File: config.mk
export PLATFORM = sky130hd
export DESIGN_NAME = aes_pipe_scheduler_flat
export DESIGN_NICKNAME = d
export VERILOG_FILES = /design/src/rtl/aes_pipe_scheduler_if.sv /design/src/rtl/aes_pipe_scheduler.sv /design/src/flat_wrapper.sv
export SDC_FILE = /design/constraint.sdc
export NUM_CORES = 1
export LEC_CHECK = 0
export CORE_ASPECT_RATIO = 0.9
export CORE_MARGIN = 2
export CORE_UTILIZATION = 40
export CTS_CLUSTER_DIAMETER = 30
export DETAILED_ROUTE_END_ITERATION = 16
export PLACE_DENSITY = 0.59
export SYNTH_ARGS = -nofsm -noshare
export SYNTH_HDL_FRONTEND = slang
export SYNTH_SLANG_ARGS = --single-unit
File: constraint.sdc
create_clock -name clk -period 4.57 [get_ports clk]
set_input_delay 1.371 -clock clk [delete_from_list [all_inputs] [get_ports clk]]
set_output_delay 1.371 -clock clk [all_outputs]
set_load 0.01 [all_outputs]
File: src/rtl/aes_pipe_scheduler_if.sv
// Handshake and round-control bundle between the requesters, the AES round
// datapath and the slot scheduler.
interface aes_pipe_scheduler_if;
    logic       req0_valid;
    logic       req0_dec;
    logic       req0_ready;
    logic       req1_valid;
    logic       req1_dec;
    logic       req1_ready;
    logic       core_valid;
    logic       core_load;
    logic       core_first;
    logic       core_final;
    logic       core_dec;
    logic [7:0] core_rcon;
    logic       out_valid;
    logic       out_id;
    logic       out_dec;
    logic       busy;

    // Requester / datapath side
    modport master (
        output req0_valid, req0_dec, req1_valid, req1_dec,
        input  req0_ready, req1_ready,
        input  core_valid, core_load, core_first, core_final, core_dec, core_rcon,
        input  out_valid, out_id, out_dec, busy
    );

    // Scheduler side
    modport slave (
        input  req0_valid, req0_dec, req1_valid, req1_dec,
        output req0_ready, req1_ready,
        output core_valid, core_load, core_first, core_final, core_dec, core_rcon,
        output out_valid, out_id, out_dec, busy
    );
endinterface

File: src/rtl/aes_pipe_scheduler.sv
// Slot scheduler for the pipelined masked AES round datapath. Each of the
// SBOX_LATENCY slots holds one block context; the slot at the datapath entry
// rotates every cycle. Two requesters are arbitrated round-robin into free
// (or finishing) entry slots.
module aes_pipe_scheduler #(
    parameter int SBOX_LATENCY = 5,
    parameter int NUM_ROUNDS   = 10
) (
    input  logic                 clk,
    input  logic                 rst,
    aes_pipe_scheduler_if.slave  bus
);
    localparam int              PW       = $clog2(SBOX_LATENCY);
    localparam logic [PW-1:0]   PTR_LAST = PW'(SBOX_LATENCY - 1);
    localparam logic [3:0]      RND_LAST = 4'(NUM_ROUNDS);

    logic [PW-1:0]             ptr;
    logic [SBOX_LATENCY-1:0]   occ;
    logic [SBOX_LATENCY-1:0]   slot_dec;
    logic [SBOX_LATENCY-1:0]   slot_id;
    logic [3:0]                slot_round [SBOX_LATENCY];
    logic [7:0]                slot_rcon  [SBOX_LATENCY];
    logic                      prio;   // 0: requester 0 favoured, 1: requester 1 favoured

    logic       e_occ, finishing, available, feed;
    logic       grant0, grant1, accept, acc_dec;
    logic [3:0] e_round;
    logic [7:0] rcon_nx;

    // Encryption steps Rcon forward (xtime), decryption steps it backward.
    function automatic logic [7:0] rcon_next(input logic [7:0] r, input logic d);
        if (!d)
            return {r[6:0], 1'b0} ^ (r[7] ? 8'h1b : 8'h00);
        else if (r[0])
            return ((r ^ 8'h1b) >> 1) | 8'h80;
        else
            return r >> 1;
    endfunction

    // Entry-slot decode, arbitration and per-cycle round controls.
    always_comb begin
        e_occ     = occ[ptr];
        e_round   = slot_round[ptr];
        finishing = e_occ && (e_round == RND_LAST);
        available = !e_occ || finishing;
        feed      = e_occ && !finishing;

        grant0  = available && bus.req0_valid && (!prio || !bus.req1_valid);
        grant1  = available && bus.req1_valid && (prio || !bus.req0_valid);
        accept  = grant0 || grant1;
        acc_dec = grant1 ? bus.req1_dec : bus.req0_dec;

        bus.req0_ready = grant0;
        bus.req1_ready = grant1;

        bus.core_valid = accept || feed;
        bus.core_load  = accept;
        bus.core_first = accept;
        bus.core_final = feed && (e_round == RND_LAST - 4'd1);
        bus.core_dec   = 1'b0;
        bus.core_rcon  = 8'h00;
        if (accept) begin
            bus.core_dec  = acc_dec;
            bus.core_rcon = acc_dec ? 8'h36 : 8'h01;
        end else if (feed) begin
            bus.core_dec  = slot_dec[ptr];
            bus.core_rcon = slot_rcon[ptr];
        end
        rcon_nx = rcon_next(bus.core_rcon, bus.core_dec);

        bus.out_valid = finishing;
        bus.out_id    = finishing && slot_id[ptr];
        bus.out_dec   = finishing && slot_dec[ptr];
        bus.busy      = |occ;
    end

    // Slot pointer rotation, slot context update and round-robin priority.
    always_ff @(posedge clk) begin
        if (rst) begin
            ptr  <= '0;
            occ  <= '0;
            prio <= 1'b0;
        end else begin
            ptr <= (ptr == PTR_LAST) ? '0 : ptr + 1'b1;
            if (accept) begin
                occ[ptr]        <= 1'b1;
                slot_round[ptr] <= 4'd1;
                slot_dec[ptr]   <= acc_dec;
                slot_id[ptr]    <= grant1;
                slot_rcon[ptr]  <= rcon_nx;
                prio            <= grant0;
            end else if (feed) begin
                slot_round[ptr] <= e_round + 4'd1;
                slot_rcon[ptr]  <= rcon_nx;
            end else if (finishing) begin
                occ[ptr] <= 1'b0;
            end
        end
    end
endmodule

File: src/flat_wrapper.sv
// flat-port wrapper written by rule: the top's interface ports become plain ports
module aes_pipe_scheduler_flat 
#(
    parameter int SBOX_LATENCY = 5,
    parameter int NUM_ROUNDS   = 10
)
  (clk, rst, bus_req0_valid, bus_req0_dec, bus_req1_valid, bus_req1_dec, bus_req0_ready, bus_req1_ready, bus_core_valid, bus_core_load, bus_core_first, bus_core_final, bus_core_dec, bus_core_rcon, bus_out_valid, bus_out_id, bus_out_dec, bus_busy);
  aes_pipe_scheduler_if bus_i ();
  input  logic clk;
  input  logic rst;
  input wire logic [$bits(bus_i.req0_valid)-1:0] bus_req0_valid;
  input wire logic [$bits(bus_i.req0_dec)-1:0] bus_req0_dec;
  input wire logic [$bits(bus_i.req1_valid)-1:0] bus_req1_valid;
  input wire logic [$bits(bus_i.req1_dec)-1:0] bus_req1_dec;
  output wire logic [$bits(bus_i.req0_ready)-1:0] bus_req0_ready;
  output wire logic [$bits(bus_i.req1_ready)-1:0] bus_req1_ready;
  output wire logic [$bits(bus_i.core_valid)-1:0] bus_core_valid;
  output wire logic [$bits(bus_i.core_load)-1:0] bus_core_load;
  output wire logic [$bits(bus_i.core_first)-1:0] bus_core_first;
  output wire logic [$bits(bus_i.core_final)-1:0] bus_core_final;
  output wire logic [$bits(bus_i.core_dec)-1:0] bus_core_dec;
  output wire logic [$bits(bus_i.core_rcon)-1:0] bus_core_rcon;
  output wire logic [$bits(bus_i.out_valid)-1:0] bus_out_valid;
  output wire logic [$bits(bus_i.out_id)-1:0] bus_out_id;
  output wire logic [$bits(bus_i.out_dec)-1:0] bus_out_dec;
  output wire logic [$bits(bus_i.busy)-1:0] bus_busy;
  assign bus_i.req0_valid = bus_req0_valid;
  assign bus_i.req0_dec = bus_req0_dec;
  assign bus_i.req1_valid = bus_req1_valid;
  assign bus_i.req1_dec = bus_req1_dec;
  assign bus_req0_ready = bus_i.req0_ready;
  assign bus_req1_ready = bus_i.req1_ready;
  assign bus_core_valid = bus_i.core_valid;
  assign bus_core_load = bus_i.core_load;
  assign bus_core_first = bus_i.core_first;
  assign bus_core_final = bus_i.core_final;
  assign bus_core_dec = bus_i.core_dec;
  assign bus_core_rcon = bus_i.core_rcon;
  assign bus_out_valid = bus_i.out_valid;
  assign bus_out_id = bus_i.out_id;
  assign bus_out_dec = bus_i.out_dec;
  assign bus_busy = bus_i.busy;
  aes_pipe_scheduler #(.SBOX_LATENCY(SBOX_LATENCY), .NUM_ROUNDS(NUM_ROUNDS)) u_core (.clk(clk), .rst(rst), .bus(bus_i));
endmodule
==> results.py <==
metrics = {
    "outcome": {
        "outcome": "complete, no violations",
    },
    "power_and_ir_drop": {
        "leakage_nw": 1.58,
        "peakVddDrop_uv": 177,
        "power.total_w": 0.00181,
        "p_per_area_nw_per_um2": 403,
    },
    "floorplan": {
        "rows": 33,
        "boundaryPins": 25,
        "chipHeight_um": 96.9,
        "start_util": 0.417,
        "die_x_um": 107,
        "die_area_um2": 10400,
        "coreArea_um2": 9210,
    },
    "sta": {
        "hold_violations": 0,
        "hold-worst-slack_ns": 0.522,
        "fmax_ghz": 0.226,
        "setup_viol": 0,
        "slew_headroom": 0.583,
        "worstMarginPinSlew_ns": 0.622,
        "setup_ws_ns": 0.152,
        "period_minus_slack_ns": 4.42,
        "rsz0062_at_grt": "false",
        "finalMaxSlewViolations": 0,
        "tns_ns": 0,
        "finalClockSkew_ns": 0.00845,
        "finalCritPeriodShare": 0.967,
    },
    "cts": {
        "ctsHoldBuffers": 0,
        "cts_tree": "yes",
        "cts-root-buf": "clkbuf_8",
        "clk_latency_ns": 0.36,
        "cts_sinks": 79,
        "clock_path_buffers": 2,
        "cts_buffers": 9,
        "clkTransAtPathRegs_ns": 0.08,
        "htreeDepth": 3,
    },
    "layout": {
        "final_cell_mix": "70 x edfxtp_1, 27 x nor2_1, 24 x buf_4, 21 x a21oi_1, 20 x nand2_1",
        "post-route-cell-area_um2": 4500,
        "final_common_cell": "edfxtp_1",
        "fin_nets": 351,
        "drive_gt1_frac": 0.194,
        "num_antenna_cells": 0,
        "areaGrowthSynthToFinish_pct": 17.2,
    },
    "flow_run": {
        "drv_cap": 0,
    },
    "critical_path": {
        "reg2reg_depth": 8,
        "path_max_fanout": 4,
        "r2r_start": "u_core.ptr[0]",
        "crit_start": "bus_req0_valid",
        "cp-end-kind": "output pin",
        "cp.arrival_ns": 3.05,
        "critPathLaunchType": "input port",
        "critPathRequiredTime_ns": 3.20,
        "critPathKind": "in -> out",
    },
    "routing": {
        "wl_um": 9150,
        "ant_nets": 0,
        "vias": 2578,
        "drc": 0,
        "firstDrtPassIters": 5,
        "wl_per_cell_um": 19.6,
        "drtIter0Drc": 209,
        "vias_per_cell": 5.52,
    },
    "grt": {
        "grt_max_degree": 23,
        "overflow": 0,
        "grt_pass1_vias": 2516,
        "antenna_found_initial": 0,
        "grt_pass1_wl_um": 14400,
        "grt_util_all_layers": 0.187,
    },
    "yosys": {
        "synth-edff-count": 70,
        "synthTopCellsByArea": "edfxtp_1 55%, mux2i_1 5.5%, dfxtp_1 4.7%",
        "ys_warn_count": 0,
        "netlist_area_um2": 3840,
        "yosysTopAreaCellShare": 0.548,
        "synth-main-ff-cell": "edfxtp_1",
        "syn_area_per_cell_um2": 13.0,
        "async_flop_share": 0,
        "synth.distinct_cells": 52,
        "synth_top_area_cell": "edfxtp_1",
        "syn_nets": 307,
        "syn_inst": 296,
        "seq_area_frac_synth": 0.595,
        "ys_ff_latch": 79,
    },
    "hold_path": {
        "hold_path_class": "reg -> reg",
        "whs_path_depth": 2,
    },
    "place": {
        "dp_slack_ns": -0.0833,
        "port_buffers": 24,
        "dpl_cell_area_um2": 4270,
        "post-dp-hpwl_um": 6100,
        "routabilityCongestion": 0.875,
    },
}
==> logic make-up (layout without fill, tap and decap cells) <==
family                   count (synthesis)  count (layout)  synth area share
buffers and inverters                   24              72            0.0411
XOR/XNOR                                 6               6            0.0137
flip-flops                              79              79             0.595
AND/OR/NAND/NOR                         83              83             0.104
AO/OA/AOI/OAI                           66              67             0.121
multiplexers                            33              33             0.109
adder cells (fa/ha/maj)                  5               5            0.0163
==> cell usage after synthesis, types with 4 or more instances <==
library cell,count
mux4_2,5
nand2_1,20
a211oi_1,6
nand3_1,6
buf_4,5
o22ai_1,5
and2_1,5
ha_1,5
a31oi_1,5
nor3_1,9
mux2i_1,21
o21ai_0,8
dfxtp_1,9
a21oi_1,21
inv_1,6
edfxtp_1,70
xnor2_1,4
nor2_1,28
buf_6,6
==> sequential cells by signal, summed over array words and instances, names as in the netlist, named ones only <==
register	flops
u_core.slot_id	5
u_core.prio	1
u_core.slot_round	20
u_core.ptr	3
u_core.slot_dec	5
u_core.slot_rcon	40
==> through the flow <==
step                instances  utilization
CTS                       467        0.487
floorplan                 296            -
global route              467        0.488
finish                    467        0.488
global placement          448        0.463
detailed placement        448        0.463
==> final cells by class <==
type                            count  area, µm²
Clock inverter                      5       56.3
Timing Repair Buffer               48        417
Clock buffer                       11        141
Sequential cell                    79       2280
Multi-Input combinational cell    194       1420
Inverter                            8       30.0
Fill cell                         824       4710
Tap cell                          122        153
==> critical path: stages <==
cell	delay, ns
clkdlybuf4s50_1	0.51
nand2b_1	0.10
and3_1	0.19
a31oi_1	0.17
inv_1	0.11
nor2_2	0.13
buf_4	0.14
a21oi_1	0.04
dlygate4sd2_1	0.29
==> routing by layer <==
layer  up-vias  wire length [µm]  global-route usage
met1      1277              4110               0.258
met3         7               648              0.0600
met2        82              4310               0.285
li1       1212                 -                   -
met5         -                 0                   0
met4         0                75              0.0509
==> repair_timing <==
item | CTS | global route
endpoints found under the hold margin | 0 | 0
resized for setup | 6 | 4
gates cloned | 1 | 0
pin swaps | 1 | 0
setup endpoints to repair | 7 | 8
setup buffers | 2 | 0
==> report_power, final <==
part	switching, W	leakage [nW]	internal, W
Clock	0.000254	0.0997	0.000267
Combinational	0.000256	0.761	0.000180
Sequential	0.0000139	0.716	0.000841
==> worst paths after layout <==
kind,end,slack [ns]
max,bus_core_rcon[1],0.15
min reg2reg,register,0.52
min,register,0.52
max reg2reg,u_core.slot_rcon[0][3],1.51
No activity file was read; power rests on OpenSTA's default activity.
